### config.mk
export PLATFORM = sky130hd
export DESIGN_NAME = seq_blinker_bank
export DESIGN_NICKNAME = d
export VERILOG_FILES = /design/src/rtl/seq_blinker_bank.sv
export SDC_FILE = /design/constraint.sdc
export NUM_CORES = 1
export LEC_CHECK = 0
export ABC_AREA = 0
export CAP_MARGIN = 20
export CORE_MARGIN = 2
export CORE_UTILIZATION = 35
export DETAILED_ROUTE_END_ITERATION = 6
export PLACE_DENSITY = 0.49
export SLEW_MARGIN = 30
export SYNTH_ARGS = -nofsm -noshare
export SYNTH_HDL_FRONTEND = slang
export SYNTH_SLANG_ARGS = --single-unit
### constraint.sdc
create_clock -name i_clk -period 2.55 [get_ports i_clk]
set_input_delay 0.255 -clock i_clk [delete_from_list [all_inputs] [get_ports i_clk]]
set_output_delay 0.255 -clock i_clk [all_outputs]
set_load 0.01 [all_outputs]
### src/rtl/seq_blinker_bank.sv
`timescale 1ns/1ps
`default_nettype none
// ============================================================================
// seq_blinker_bank : five independent free-running square waves, i_clk/(2*HALFn).
// Optional build macro SEQ_BLINKER_HEARTBEAT_EN adds o_beat (pulse per ch-1 toggle).
// Revision 1.0
// ============================================================================
module seq_blinker_bank #(
  parameter int HALF1 = 50,
  parameter int HALF2 = 25,
  parameter int HALF3 = 17,
  parameter int HALF4 = 10,
  parameter int HALF5 = 5
) (
  input  logic i_clk,
  input  logic i_rst_n,
  output logic outreg1,
  output logic outreg2,
  output logic outreg3,
  output logic outreg4,
  output logic outreg5
`ifdef SEQ_BLINKER_HEARTBEAT_EN
  ,
  output logic o_beat
`endif
);

  localparam int HALF_A [5] = '{HALF1, HALF2, HALF3, HALF4, HALF5};

  if (HALF1 < 1 || HALF2 < 1 || HALF3 < 1 || HALF4 < 1 || HALF5 < 1) begin : g_bad_param
    $error("seq_blinker_bank: every HALFn must be >= 1");
  end

  logic [4:0] out_w;

`ifdef SEQ_BLINKER_HEARTBEAT_EN
  logic wrap1_w;
`endif

  for (genvar g = 0; g < 5; g++) begin : g_chan
    localparam int H = HALF_A[g];
    localparam int W = (H > 1) ? $clog2(H) : 1;

    logic [W-1:0] cnt_q, cnt_d;
    logic         out_q, out_d;
    logic         wrap;

    always_comb begin
      wrap  = (cnt_q == W'(H - 1));
      cnt_d = wrap ? '0 : cnt_q + W'(1);
      out_d = out_q ^ wrap;
    end

    always_ff @(posedge i_clk or negedge i_rst_n) begin
      if (!i_rst_n) begin
        cnt_q <= '0;
        out_q <= 1'b0;
      end else begin
        cnt_q <= cnt_d;
        out_q <= out_d;
      end
    end

    assign out_w[g] = out_q;

`ifdef SEQ_BLINKER_HEARTBEAT_EN
    if (g == 0) begin : g_wrap1
      assign wrap1_w = wrap;
    end
`endif
  end

  assign outreg1 = out_w[0];
  assign outreg2 = out_w[1];
  assign outreg3 = out_w[2];
  assign outreg4 = out_w[3];
  assign outreg5 = out_w[4];

`ifdef SEQ_BLINKER_HEARTBEAT_EN
  // Registered alongside outreg1, so it is high exactly in the cycle outreg1 changes.
  logic beat_q;

  always_ff @(posedge i_clk or negedge i_rst_n) begin
    if (!i_rst_n) begin
      beat_q <= 1'b0;
    end else begin
      beat_q <= wrap1_w;
    end
  end

  assign o_beat = beat_q;
`endif

endmodule
`default_nettype wire

# --- Word level (Yosys, flattened, before mapping) ---
# Index checks and enable logic that the tools add are counted.
totals:
  out_inout_bits: 5
  in_bits: 2
  register_bits: 28
  wordCells: 30
op_classes:
  n_addsub: 5
  bitwise: 5
  eq_ne: 5
  mux: 5
op_table:
  columns: ["op", "count"]
  rows:
  - ["adder 5 x 1 -> 5 bit (second input constant)", 2]
  - ["== test 5 bit (second input constant)", 2]
  - ["2-to-1 mux 5 bit", 2]
  - ["adder 6 x 1 -> 6 bit (second input constant)", 1]
  - ["== test 6 bit (second input constant)", 1]
  - ["2-to-1 mux 6 bit", 1]
  - ["XOR 1 bit", 5]
  - ["adder 4 x 1 -> 4 bit (second input constant)", 1]
  - ["== test 4 bit (second input constant)", 1]
  - ["2-to-1 mux 4 bit", 1]
  - ["adder 3 x 1 -> 3 bit (second input constant)", 1]
  - ["== test 3 bit (second input constant)", 1]
  - ["2-to-1 mux 3 bit", 1]

# --- Longest topological paths before layout ---
logic_depth:
  word_depth: 2
  ltp_mapped: 5
  ltp_nobuf: 5

# --- Worst setup path before layout ---
# Ideal clock, no wire load.
synth_path:
  path_type: "register to register"
  start: "reg g_chan[0].cnt_q[1]"
  end: "reg g_chan[0].cnt_q[5]"
  setup_ns: 0.148
  path_stages_with_launch: 6
  arrival_ns: 1.048
  required_ns: 2.402
  period_less_slack_ns: 1.197
  slack_ns: 1.353
  path_buffers: 0
  path_cell_list: "dfrtp_1 -> inv_1 -> ha_1 -> nand2_1 -> nor4_4 -> o221ai_1"
synth_via:
  elab_chain_cells: 2
  word_cells_on_any_way: 3
  classes_between: "1 x add/sub; 1 x eq/ne; 1 x mux"
synth_lines:
  columns: ["element", "line_no", "source"]
  rows:
  - ["start: declaration", "44", "logic [W-1:0] cnt_q, cnt_d;"]
  - ["start signal: assignment", "59", "cnt_q <= cnt_d;"]
  - ["adder 6 x 1 -> 6 bit / == test 6 bit (equally long branches)", "50, 49", null]
  - ["2-to-1 mux 6 bit (*)", "50", "cnt_d = wrap ? '0 : cnt_q + W'(1);"]
  - ["via g_chan[0].cnt_d[5]", "44", null]
# Mark *: on every way through the listed nets, which the timed path passes. The rest lies on a longest branch.

# --- Final worst setup path ---
layout_path:
  start: "reg g_chan[0].out_q (netlist: outreg1)"
  end: "out outreg1"
layout_rtl:
  columns: ["element", "line_no", "source"]
  rows:
  - ["start: declaration", "45", "logic out_q, out_d;"]
  - ["start signal: assignment", "60", "out_q <= out_d;"]
  - ["end: declaration", "17", "output logic outreg1,"]
# No word-level cell between the ends.

==> metrics.md <==
| Metric | Value |
|---|---|
| Syn. warnings | `0` |
| Initial core utilization | `0.3653` |
| Post-CTS Resized | `0` |
| Total GRT Usage | `0.1059` |
| WHS | `between 0.2 and 0.3 ns` |
| Detailed Route WL | `approximately 1700 um` |
| Crit-path max cell delay | `roughly 0.54 ns` |
| First-pass GRT wire length | `roughly 3300 um` |
| Die area | `~0.0040 mm2` |
| EDFF count, synth | `0` |
| Post-Syn Area | `~0.0012 mm2` |
| Critical path class | `flip-flop to output port` |
| Max Fanout on Critical Path | `2` |
| Critical path's top delay family | `buffers and inverters` |
| Critical path launch point type | `flip-flop` |
| CTS buffer count | `3` |
| Slowest stage cell, crit path | `clkdlybuf4s50_1` |
| Final hold viol count | `0` |
| CTS tree | `done` |
| Chip Width | `63.25 um` |
| Dominant synthesized flop cell | `dfrtp_1` |
| Antenna violations before repair | `0` |
| Outcome | `complete, no violations` |
| Ports | `7` |
| CTS root buffer | `clkbuf_4` |
| Initial drt markers | `48` |
| Top cell type's share of synthesized area | `0.5703` |
| Vias in the first global route | `just under 800` |
| Port bufs | `6` |
| Die height | `around 63 um` |
| # setup viols final | `0` |
| Routability cong. | `0.7588` |
| Global route overflow | `0` |
| DP Area | `between 0.001 and 0.0015 mm2` |
| Setup slack after layout | `between 1 and 1.5 ns` |
| Worst-Skew Late Latency | `0.32 ns` |
| RSZ-0062 raised after global routing | `no` |
| CP bufs+invs | `1` |
| FP Rows | `21` |
| Period utilization | `0.5916` |
| Least-Margin Pin Slew | `between 0.3 and 0.4 ns` |
| Syn-to-layout area delta | `12.02%` |
| Post-CTS Setup Inserts | `0` |
| Synth Area in XOR/XNOR | `0.07841` |
| Drt first pass iters | `4` |
| Worst path cell trace | `clkdlybuf4s50_1` |
| Static Leak | `about 0.67 nW` |
| Wire length per cell | `approximately 10 um` |
| Pre-CTS setup slack | `roughly 1.2 ns` |
| Worst EP required | `2.30 ns` |
| Most frequent cells in the layout | `dfrtp_1 (28), inv_1 (12), nand2_1 (9), nor2_1 (8), ha_1 (8)` |
| Area contributors post-synth | `dfrtp_1 (57%), ha_1 (8.1%), xor2_1 (4.3%), inv_1 (3.7%), xnor2_1 (3.6%)` |
| Ys async rst share | `1.000` |
| Simple-Gate Fraction of Synth Area | `0.1487` |
| Syn_nets | `approximately 120` |
| Detail Route Antenna Nets | `0` |
| Synth area leader | `dfrtp_1` |
| Slew headroom | `0.7355` |
| Final Cell Area | `approximately 0.0014 mm2` |
| Power density cells | `458.3 mW/mm2` |
| Antenna diode count | `0` |
| VDD IR max | `about 170 uV` |
| Cells after synthesis | `approximately 110` |
| Upper clock frequency limit | `approximately 0.66 GHz` |
| Most common cell after layout, fill and taps aside | `dfrtp_1` |
| CTS sink cnt | `28` |
| Flops & latches, synth | `28` |
| Core box area | `about 0.0034 mm2` |
| Setup_tns | `0 ns` |
| Compound-Gate Fraction of Synth Area | `0.06008` |
| CTS H-tree depth | `1` |
| Hold Path Class | `primary input to asynchronous set/reset pin` |
| DRC Markers | `0` |
| Worst-case clock buffer depth | `2` |
| Mux cell area share after synthesis | `0.02444` |
| Adder-cell share of the synthesized area | `0.08147` |
| Worst Skew | `0.009571 ns` |
| Slew Limit Fails | `0` |
| Fraction of layout cells with a size suffix above 1 | `0.04237` |
| Crit path time final | `roughly 1.5 ns` |
| Syn Area/Cell | `approximately 11 um2` |
| Pwr Total | `between 0.6 and 0.7 mW` |
| Nets | `130` |
| DPL Wire Length | `~1200 um` |
| Clock Pin Slew Worst Setup and Hold Paths | `approximately 0.14 ns` |
| Register area share after synthesis | `0.5703` |
| Worst EP arrival | `roughly 1.3 ns` |
| Via density | `approximately 4.5` |
| Largest family of logic cells by synthesized area | `simple AND/OR/NAND/NOR gates` |
| CP endpoint kind | `output port` |
| Count of cell types in the netlist | `21` |
| Max-Cap Viols | `0` |
| Routed via count | `~730` |
| Hold Buf Count CTS | `0` |
| Largest net degree at the start of global routing | `29` |
[stage by stage]
step / utilization / instances
after global placement: 0.4025 / 161
after detailed placement: 0.4025 / 161
final: 0.4092 / 164
after CTS: 0.4092 / 164
after global routing: 0.4092 / 164
after floorplan: - / 108
[report_power, final]
group | total, mW | switching [mW] | internal, mW
logic | 0.0107 | 0.00838 | 0.00235
registers | 0.444 | 0 | 0.444
clock network | 0.176 | 0.121 | 0.0553
total | 0.631 | 0.129 | 0.502
[path summary, 6_finish.rpt]
| check | end | slack [ns] | cells past startpoint | start |
|---|---|---|---|---|
| setup / recovery | outreg1 | 1.04 | 1 | outreg1 |
| hold / removal | outreg4 | 0.29 | 2 | i_rst_n |
| setup reg to reg | g_chan[0].cnt_q[5] | 1.23 | 5 | g_chan[0].cnt_q[1] |
| hold reg to reg | outreg4 | 0.47 | 1 | outreg4 |
| max in group asynchronous | g_chan[4].cnt_q[2] | 1.99 | 2 | i_rst_n |
| min in group i_clk | outreg4 | 0.47 | 1 | outreg4 |
[state kept, by name (all words and copies together) (netlist names)]
name	flops
outreg1	1
outreg4	1
outreg2	1
outreg5	1
g_chan.cnt_q	23
outreg3	1
[cell families (layout without fill, tap and decap cells)]
kind of cell | count (synthesis) | count (layout)
simple gates | 34 | 34
flops | 28 | 28
compound gates | 12 | 12
buf+inv | 12 | 22
xor+xnor | 11 | 11
fa+ha+maj | 8 | 8
mux | 3 | 3
[final cells by class]
class / count / area, um2
clock buffer: 3 / 22.52
tap: 46 / 57.56
inverter: 12 / 45.04
sequential: 28 / 700.7
multi-input combinational: 68 / 483.0
timing repair buffer: 7 / 67.56
fill: 370 / 1987
[cell usage after synthesis, drive strengths merged, types with 2 or more instances]
library cell / count
a21oi: 3
a22o: 2
dfrtp: 28
ha: 8
inv: 12
mux2i: 3
nand2: 9
nand2b: 3
nand3: 6
nand3b: 2
nor2: 8
nor3: 2
o21ai: 5
xnor2: 5
xor2: 6
[layer usage]
| metal | wire length [um] | track usage | share of wire |
|---|---|---|---|
| met4 | 18 | 0.05707 | 0.011 |
| met2 | 757 | 0.1556 | 0.44 |
| met1 | 885 | 0.1433 | 0.52 |
| met3 | 45 | 0.02679 | 0.026 |
| met5 | 0 | 0 | 0 |
(Power assumes the default switching activity.)
